**src/rtl/sound_length_trig_bank.sv**
```systemverilog
// sound_length_trig_bank
//   Four independent length engines for the sound block. Each channel takes
//   trigger and disable requests from the register block over its own 4-phase
//   req/ack handshake and counts its length down once per clk_length_ctr edge.
//
// Ports
//   rst             async, active-high reset
//   clk_length_ctr  length clock, one rising edge = one length step
//   trig_req/ack    per-channel trigger handshake (bit i = channel i+1)
//   dis_req/ack     per-channel disable handshake (DAC off / power off)
//   single          1 = length-limited (counter runs), 0 = continuous
//   len1,len2,len4  W_SHORT length fields, latched on trigger accept
//   len3            W_LONG length field for ch3, latched on trigger accept
//   enable          channel sounding
//   expired         sticky: channel stopped by its length reaching zero
//   rem1,rem2,rem4  remaining steps (W_SHORT+1 bits)
//   rem3            remaining steps for ch3 (W_LONG+1 bits)
module sound_length_trig_bank #(
  parameter int W_SHORT = 6,
  parameter int W_LONG  = 8
) (
  input  logic               rst,
  input  logic               clk_length_ctr,
  input  logic [3:0]         trig_req,
  output logic [3:0]         trig_ack,
  input  logic [3:0]         dis_req,
  output logic [3:0]         dis_ack,
  input  logic [3:0]         single,
  input  logic [W_SHORT-1:0] len1,
  input  logic [W_SHORT-1:0] len2,
  input  logic [W_LONG-1:0]  len3,
  input  logic [W_SHORT-1:0] len4,
  output logic [3:0]         enable,
  output logic [3:0]         expired,
  output logic [W_SHORT:0]   rem1,
  output logic [W_SHORT:0]   rem2,
  output logic [W_LONG:0]    rem3,
  output logic [W_SHORT:0]   rem4
);

  typedef enum logic {
    CH_OFF = 1'b0,
    CH_ON  = 1'b1
  } ch_state_e;

  for (genvar i = 0; i < 4; i++) begin : g_ch
    // ch3 (index 2) carries the wider length field.
    localparam int W = (i == 2) ? W_LONG : W_SHORT;
    // 2^W: a zero length field means the full range, so rem is one bit wider.
    localparam logic [W:0] FULL = {1'b1, {W{1'b0}}};
    localparam logic [W:0] ONE  = {{W{1'b0}}, 1'b1};

    logic [W-1:0] len;
    logic [W:0]   rem_q;
    logic [W:0]   reload;
    ch_state_e    state_q;
    logic         expired_q;
    logic         trig_ack_q;
    logic         dis_ack_q;
    logic         trig_acc;
    logic         dis_acc;

    if (i == 0) begin : g_io
      assign len  = len1;
      assign rem1 = rem_q;
    end else if (i == 1) begin : g_io
      assign len  = len2;
      assign rem2 = rem_q;
    end else if (i == 2) begin : g_io
      assign len  = len3;
      assign rem3 = rem_q;
    end else begin : g_io
      assign len  = len4;
      assign rem4 = rem_q;
    end

    assign reload   = FULL - {1'b0, len};
    // A request is taken only while its ack is low, so a held req fires once.
    assign trig_acc = trig_req[i] & ~trig_ack_q;
    assign dis_acc  = dis_req[i]  & ~dis_ack_q;

    always_ff @(posedge clk_length_ctr or posedge rst) begin
      if (rst) begin
        state_q    <= CH_OFF;
        expired_q  <= 1'b0;
        trig_ack_q <= 1'b0;
        dis_ack_q  <= 1'b0;
        rem_q      <= '0;
      end else begin
        // 4-phase: ack rises on accept, follows req low on the next edge.
        trig_ack_q <= trig_req[i];
        dis_ack_q  <= dis_req[i];
        // Priority: disable > trigger > count step.
        if (dis_acc) begin
          state_q <= CH_OFF;
          rem_q   <= '0;
        end else if (trig_acc) begin
          state_q   <= CH_ON;
          expired_q <= 1'b0;
          rem_q     <= reload;
        end else if (state_q == CH_ON && single[i]) begin
          if (rem_q > ONE) begin
            rem_q <= rem_q - ONE;
          end else begin
            rem_q     <= '0;
            state_q   <= CH_OFF;
            expired_q <= 1'b1;
          end
        end
      end
    end

    assign enable[i]   = (state_q == CH_ON);
    assign expired[i]  = expired_q;
    assign trig_ack[i] = trig_ack_q;
    assign dis_ack[i]  = dis_ack_q;
  end

endmodule
```
**config.mk**
```make
export PLATFORM = sky130hd
export DESIGN_NAME = sound_length_trig_bank
export DESIGN_NICKNAME = d
export VERILOG_FILES = /design/src/rtl/sound_length_trig_bank.sv
export SDC_FILE = /design/constraint.sdc
export NUM_CORES = 1
export LEC_CHECK = 0
export CORE_MARGIN = 1.5
export CORE_UTILIZATION = 35
export CTS_BUF_LIST = sky130_fd_sc_hd__clkbuf_4 sky130_fd_sc_hd__clkbuf_8
export DETAILED_ROUTE_END_ITERATION = 16
export GPL_ROUTABILITY_DRIVEN = 0
export PLACE_DENSITY = 0.64
export SYNTH_ARGS = -nofsm -noshare
export SYNTH_HDL_FRONTEND = slang
export SYNTH_SLANG_ARGS = --single-unit
```
**constraint.sdc**
```tcl
create_clock -name clk_length_ctr -period 2.18 [get_ports clk_length_ctr]
set_input_delay 0.327 -clock clk_length_ctr [delete_from_list [all_inputs] [get_ports clk_length_ctr]]
set_output_delay 0.327 -clock clk_length_ctr [all_outputs]
set_load 0.03 [all_outputs]
```
# Word level (Yosys, flattened, before mapping)
# Index checks and enable logic that the tools add are counted.
# op_classes
add_sub_neg	8
n_lt_le_gt_ge	4
n_eq_ne	8
n_mux	44
bitwise	20
reduce_logical	20
# ops
cell	n
$mux W7	12
$mux W9	4
$mux W1	28
$gt A7 B1 Y1 const B	3
$sub A7 B1 Y7 const B	3
$sub A7 B6 Y7 const A	3
$ne A3 B3 Y1 const B	4
$not A1 Y1	12
$reduce_and A3 Y1	4
$reduce_bool A3 Y1	4
$gt A9 B1 Y1 const B	1
$sub A9 B1 Y9 const B	1
$sub A9 B8 Y9 const A	1
$and A1 B1 Y1	8
$ne A2 B2 Y1 const B	4
$reduce_and A2 Y1	4
$reduce_bool A2 Y1	4
$logic_and A1 B1 Y1	4
# word_totals
regBits	46
input_bits	40
out_inout_bits	46
word_cells	124

# Logic depth before layout (Yosys ltp)
# Gate-level depths: netlist of the first run.
# depth
depth_word	5
mapped_depth	6
ltp_nobuf	6

# Least setup slack after synthesis of the first run
# Ideal clock, no wire load.
# synth_path
kind	register -> register
start	register g_ch[2].rem_q[5] (netlist: rem3[5])
end	register g_ch[2].rem_q[7] (netlist: rem3[7])
setup_time_ps	67
t_arrival_ps	2120
required_ps	2113
path_slack_ps	-6
path_stages_with_launch	5
synth_period_minus_slack_ps	2186
cell_sequence	dfrtp_1 > or4_4 > or4_1 > a2111oi_1 > a221o_1
# synth_between
elab_chain_len	5
word_cells_on_any_way	6
cone_classes	add/sub: 1; order compare: 1; mux: 4
# synth_rtl
item	line_no	text
start: declaration	54	logic [W:0] rem_q;
start signal: assignment	100	rem_q <= reload;
start signal: assignment	103	rem_q <= rem_q - ONE;
$sub A9 B1 Y9 / $gt A9 B1 Y1 (equally long branches)	103, 102	
$mux W9 (*)	102	if (rem_q > ONE) begin
$mux W9 (*)	101	end else if (state_q == CH_ON && single[i]) begin
$mux W9 (*)	97	end else if (trig_acc) begin
$mux W9 (*)	94	if (dis_acc) begin
# Every way passes the cells marked *; elsewhere a longest branch is shown, timed or not. The select of a mux whose other input is x is not followed.
# A chain may end at the register's enable or synchronous reset.

# Final worst setup path of the first run
# layout_path
start	register g_ch[2].rem_q[6] (netlist: rem3[6])
end	register g_ch[2].rem_q[7] (netlist: rem3[7])
# The elaborated chain is that of the path after synthesis.

==> impl_metrics.env, run 1 <==
export IMPL_wl_per_cell_microns=14.57
export IMPL_switching_share=0.4220
export IMPL_max_freq_mhz=475.0
export IMPL_hold_buffers=0
export IMPL_die_x_microns=95.74
export IMPL_start_util=0.3645
export IMPL_rsz0062_at_grt="false"
export IMPL_synthCells=336
export IMPL_grt_max_degree=22
export IMPL_wirelength_microns=7709
export IMPL_p_int_mw=2.253
export IMPL_synthFlopType="dfrtp_1"
export IMPL_cts_sinks=46
export IMPL_tns_ns=0
export IMPL_worstPathRequired_ns=2.41
export IMPL_drtIter0Drc=90
export IMPL_yosysSeqAreaShare=0.3824
export IMPL_htreeDepth=2
export IMPL_hpwl_microns=6019
export IMPL_p_clk_frac=0.166
export IMPL_arrival_ns=2.33
export IMPL_critPathMaxFanout=4
export IMPL_drive_gt1_frac=0.07311
export IMPL_whs_ns=0.3488
export IMPL_drv_cap=0
export IMPL_grt_overflow=0
export IMPL_drtAntennaViolNets=0
export IMPL_hold_class="input port to asynchronous set/reset pin"
export IMPL_cts_root_buffer="clkbuf_8"
export IMPL_antenna_found_initial=0
export IMPL_finalSetupViolCount=0
export IMPL_cts_tree="yes"
export IMPL_clock_skew_final_ns=0.01110
export IMPL_finalCritPeriodShare=0.9656
export IMPL_rows=33
export IMPL_combinationalPowerShare=0.498
export IMPL_min_period_ns=2.105
export IMPL_outcome="finished clean"
export IMPL_port_buffers=85
export IMPL_post_dp_cell_area_sq_um=3964
export IMPL_crit_type="register to register"
export IMPL_syn_nets=388
export IMPL_power_density_nw_per_um2=954.8
export IMPL_p_sw_mw=1.645
export IMPL_numCtsBuffers=5
export IMPL_final_cells=529
export IMPL_dp_cells=521
export IMPL_grt_first_pass_wirelength_microns=12700
export IMPL_ctsResizeCount=0
export IMPL_worstSetupEndpointType="register"
export IMPL_avgSynthCellArea_sq_um=8.959
export IMPL_syn_to_final_growth_pct=35.62
export IMPL_final_common_cell="clkdlybuf4s50_1"
export IMPL_vias_per_cell=5.386
export IMPL_path_clk_slew_ns=0.09
export IMPL_yosys_cell_types_count=50
export IMPL_final_max_slew_viol_count=0
export IMPL_cts_setup_buffers=0
export IMPL_drc=0
export IMPL_synth_warnings=0
export IMPL_nets=475
export IMPL_grt_pass1_vias=2713
export IMPL_final_cell_mix="clkdlybuf4s50_1 (85), dfrtp_1 (45), nor2_1 (33), o21ai_0 (22), inv_1 (21)"
export IMPL_grtUsageTotal=0.1752
export IMPL_die_area_sq_um=9166
export IMPL_ios=86
export IMPL_postLayoutCellArea_sq_um=4083
export IMPL_die_h_microns=95.74
export IMPL_core_sq_um=8258
export IMPL_insertion_delay_ns=0.30
export IMPL_leakagePower_nw=1.661
export IMPL_start_kind="register"
export IMPL_worst_slew_pin_slew_ns=0.7593
export IMPL_relSlewSlack=0.4899
export IMPL_power_frac_seq=0.335
export IMPL_cts_buffer_depth=2
export IMPL_async_reset_ff_frac=1.000
export IMPL_antenna_cells=0
export IMPL_dr_total_vias=2849
export IMPL_ys_ff_latch=46
export IMPL_dr_pass1_iters=4
export IMPL_hold_viol_final=0
export IMPL_vdd_ir_drop_max_mv=0.4621
export IMPL_synth_edff_count=0
export IMPL_syn_area_sq_um=3010
==> state kept, by name, indices dropped and copies added (netlist names) <==
name	count
rem3	9
g_ch.dis_ack_q	4
rem1	7
g_ch.trig_ack_q	4
g_ch.expired_q	4
rem4	7
rem2	7
g_ch.state_q	4
==> metrics by stage <==
stage	power (mW)	util	setup WS, ns
floorplan	2.504	-	0.04475
global placement	3.232	0.4800	0.006158
detailed placement	3.248	0.4800	-0.01826
CTS	3.930	0.4938	0.04349
global route	4.182	0.4944	0.04029
finish	3.898	0.4944	0.07492
==> per-layer routing <==
layer  share of wire  global-route usage
met1            0.47              0.2347
met5               0                   0
met2            0.47              0.2881
met3           0.053             0.03870
met4          0.0038             0.03922
==> Yosys cell counts (all sizes together), types with 3 or more instances <==
cell / n / area (sq um)
a21oi: 5 / 25.02
a22oi: 7 / 52.55
a31oi: 4 / 25.02
a32oi: 12 / 105.1
buf: 17 / 123.9
dfrtp: 46 / 1151
ha: 12 / 150.1
inv: 22 / 82.58
mux2i: 4 / 40.04
nand2: 18 / 67.56
nand2b: 11 / 68.82
nand3: 8 / 40.04
nand3b: 4 / 30.03
nor2: 33 / 123.9
nor2b: 10 / 62.56
nor3: 17 / 85.08
nor3b: 3 / 22.52
nor4: 3 / 18.77
o211ai: 9 / 67.56
o21ai: 23 / 115.1
o221ai: 3 / 26.28
o31ai: 4 / 30.03
or3: 11 / 70.07
or4: 7 / 56.30
xnor2: 10 / 87.58
xor2: 6 / 52.55
==> worst max-delay path, stage by stage, from the launching register on <==
cell and delay [ns]:
dfrtp_1 0.42, or4_4 0.56, or4_1 0.54, a2111oi_2 0.37
a221o_1 0.17
==> power groups by stage <==
stage	sequential, mW	clock (mW)	combinational, mW
after global routing	1.34	0.710	2.13
after global placement	1.32	0	1.92
final	1.31	0.648	1.94
after detailed placement	1.32	0	1.93
after floorplan	1.58	0	0.928
after CTS	1.31	0.683	1.94
==> cells by family (layout without fill, tap and decap cells) <==
| group | count (synthesis) | in the layout | synth area share |
|---|---|---|---|
| AND/OR/NAND/NOR | 133 | 133 | 0.2348 |
| AO/OA/AOI/OAI | 85 | 85 | 0.2032 |
| flip-flops | 46 | 46 | 0.3824 |
| buffers and inverters | 40 | 128 | 0.06982 |
| XOR/XNOR | 16 | 16 | 0.04655 |
| adder cells (fa/ha/maj) | 12 | 12 | 0.04987 |
| multiplexers | 4 | 4 | 0.01330 |
==> cell type report <==
class | count | area [sq um]
tap | 105 | 131.4
clock inverter | 2 | 37.54
clock buffer | 6 | 76.32
inverter | 22 | 82.58
timing repair buffer | 98 | 948.4
sequential | 46 | 1152
fill | 835 | 4175
multi-input combinational | 250 | 1654
==> final timing paths <==
kind	start	endpoint	slack [ns]	depth (start not counted)
setup / recovery	rem3[6]$_DFFE_PP0P_	rem3[7]$_DFFE_PP0P_	0.07	4
hold / removal	rst	g_ch[3].trig_ack_q$_DFF_PP0_	0.35	2
setup reg to reg	rem3[6]$_DFFE_PP0P_	rem3[7]$_DFFE_PP0P_	0.07	4
hold reg to reg	g_ch[3].expired_q$_DFFE_PP0P_	g_ch[3].expired_q$_DFFE_PP0P_	0.53	2
max in group asynchronous	rst	g_ch[0].dis_ack_q$_DFF_PP0_	1.23	3
min in group clk_length_ctr	dis_req[1]	g_ch[1].dis_ack_q$_DFF_PP0_	0.51	1
Note: power is estimated with default switching activity, not from simulation.
==> inputs of run 2 (changes only) <==
--- a/config.mk
+++ b/config.mk
@@ -10,6 +10,7 @@
 export CTS_BUF_LIST = sky130_fd_sc_hd__clkbuf_4 sky130_fd_sc_hd__clkbuf_8
 export DETAILED_ROUTE_END_ITERATION = 16
 export GPL_ROUTABILITY_DRIVEN = 0
+export GPL_TIMING_DRIVEN = 0
 export PLACE_DENSITY = 0.64
 export SYNTH_ARGS = -nofsm -noshare
 export SYNTH_HDL_FRONTEND = slang
==> run 2 against run 1 <==
Routed wire length decreased by 1.8%. Worst setup slack got worse by 0.024 ns. Worst hold slack improved by 0.013 ns. Clock skew about the same. Total power increased by 3.5%. Critical endpoint unchanged. Largest cell class unchanged. Largest power group unchanged. Highest routed layer unchanged.
==> impl_metrics.env, run 2 (synthesis gave the netlist of run 1 again) <==
export IMPL_drc=0
export IMPL_multi_input_area_sq_um=1670
export IMPL_arrival_ns=2.36
export IMPL_numCtsBuffers=5
export IMPL_crit_type="register to register"
export IMPL_start_util=0.3645
export IMPL_wirelength_microns=7568
export IMPL_drtIter0Drc=49
export IMPL_dr_pass1_iters=4
export IMPL_hold_buffers=0
export IMPL_insertion_delay_ns=0.30
export IMPL_min_period_ns=2.129
export IMPL_cts_buffer_depth=2
export IMPL_vdd_ir_drop_max_mv=0.5335
export IMPL_die_h_microns=95.74
export IMPL_seqCellArea_sq_um=1152
export IMPL_power_density_nw_per_um2=965.4
export IMPL_start_kind="register"
export IMPL_relSlewSlack=0.4722
export IMPL_clock_skew_final_ns=0.01060
export IMPL_grtUsageTotal=0.1700
export IMPL_max_freq_mhz=469.6
export IMPL_drive_gt1_frac=0.08372
export IMPL_final_common_cell="clkdlybuf4s50_1"
export IMPL_cts_setup_buffers=0
export IMPL_port_buffers=85
export IMPL_outcome="finished clean"
export IMPL_core_sq_um=8258
export IMPL_hold_viol_final=0
export IMPL_wl_per_cell_microns=14.15
export IMPL_finalSetupViolCount=0
export IMPL_worst_slew_pin_slew_ns=0.7857
export IMPL_postLayoutCellArea_sq_um=4178
export IMPL_crit_path_frequent_cell="or4_4"
export IMPL_grt_overflow=0
export IMPL_final_max_slew_viol_count=0
export IMPL_cts_sinks=46
export IMPL_finalCritPeriodShare=0.9768
export IMPL_largest_reg_flops=9
export IMPL_critPathMaxFanout=7
export IMPL_die_x_microns=95.74
export IMPL_dr_total_vias=2863
export IMPL_final_cell_mix="clkdlybuf4s50_1 (85), dfrtp_1 (45), nor2_1 (33), o21ai_0 (23), inv_1 (21)"
export IMPL_rows=33
export IMPL_crit_slowest_cell="or4_4"
export IMPL_ios=86
export IMPL_vias_per_cell=5.351
export IMPL_grt_first_pass_wirelength_microns=12360
export IMPL_fill_cells=798
export IMPL_htreeDepth=2
export IMPL_cts_root_buffer="clkbuf_8"
export IMPL_worstPathRequired_ns=2.41
export IMPL_nets=481
export IMPL_ctsResizeCount=0
export IMPL_drv_cap=0
export IMPL_grt_max_degree=28
export IMPL_fin_total_pwr_mw=4.033
export IMPL_path_clk_slew_ns=0.09
export IMPL_syn_to_final_growth_pct=38.78
export IMPL_hpwl_microns=5814
export IMPL_antenna_cells=0
export IMPL_hold_class="input port to asynchronous set/reset pin"
export IMPL_antenna_found_initial=0
export IMPL_die_area_sq_um=9166
export IMPL_crit_path_cell_trace="or4_4 -> or4_4 -> a2111oi_4 -> a221o_1"
export IMPL_cts_tree="yes"
export IMPL_drtAntennaViolNets=0
export IMPL_max_stage_delay_ns=0.57
export IMPL_post_dp_cell_area_sq_um=4014
export IMPL_grt_pass1_vias=2624
export IMPL_worstSetupEndpointType="register"
export IMPL_leakagePower_nw=1.707
-- run 2: critical path: cells and delay by family (launching register included) --
family | cells | cell delay, ns
AOI/OAI and AO/OA | 2 | 0.50
DFF | 1 | 0.45
and+or+nand+nor | 2 | 1.11
-- run 2: report_power, final --
| part | switching [mW] | internal [mW] |
|---|---|---|
| logic | 1.06 | 0.860 |
| clock network | 0.293 | 0.489 |
| registers | 0.276 | 1.05 |
-- run 2: area by class of cell --
cell class | count | area share
buffer | 18 | 0.03055
clock buffer | 6 | 0.01977
clock inverter | 2 | 0.01438
inverter | 22 | 0.01977
multi-input combinational | 250 | 0.3998
sequential | 46 | 0.2758
tap | 105 | 0.03145
timing repair buffer | 86 | 0.2084
-- run 2: per-layer routing --
metal	GRT usage	share of wire	up-vias	wire length (microns)
li1	-	-	1420	-
met3	0.03239	0.055	7	418
met4	0.05147	0.0099	0	75
met2	0.2700	0.45	81	3431
met1	0.2335	0.48	1355	3643
met5	0	0	-	0
-- run 2: worst paths after layout --
| path | from | to | slack, ns | cells past startpoint |
|---|---|---|---|---|
| max | rem3[5]$_DFFE_PP0P_ | rem3[7]$_DFFE_PP0P_ | 0.05 | 4 |
| min | rst | g_ch[1].dis_ack_q$_DFF_PP0_ | 0.36 | 2 |
| max reg2reg | rem3[5]$_DFFE_PP0P_ | rem3[7]$_DFFE_PP0P_ | 0.05 | 4 |
| min reg2reg | g_ch[2].expired_q$_DFFE_PP0P_ | g_ch[2].expired_q$_DFFE_PP0P_ | 0.51 | 2 |
| max in group asynchronous | rst | rem3[5]$_DFFE_PP0P_ | 1.29 | 3 |
| min in group clk_length_ctr | g_ch[2].expired_q$_DFFE_PP0P_ | g_ch[2].expired_q$_DFFE_PP0P_ | 0.51 | 2 |
-- run 2: per-stage QoR --
| step | setup TNS, ns | utilization | cells | setup slack (ns) | hold slack [ns] |
|---|---|---|---|---|---|
| 6_report | 0 | 0.5059 | 535 | 0.05056 | 0.3617 |
| 2_1_floorplan | 0 | - | 336 | 0.04475 | 0.3584 |
| 3_3_place_gp | -13.73 | 0.4836 | 526 | -0.4485 | 0.4923 |
| 4_1_cts | 0 | 0.5033 | 535 | 0.04456 | 0.3685 |
| 5_1_grt | -0.01371 | 0.5059 | 535 | -0.01371 | 0.4028 |
| 3_5_place_dp | -0.2061 | 0.4861 | 527 | -0.1554 | 0.4919 |
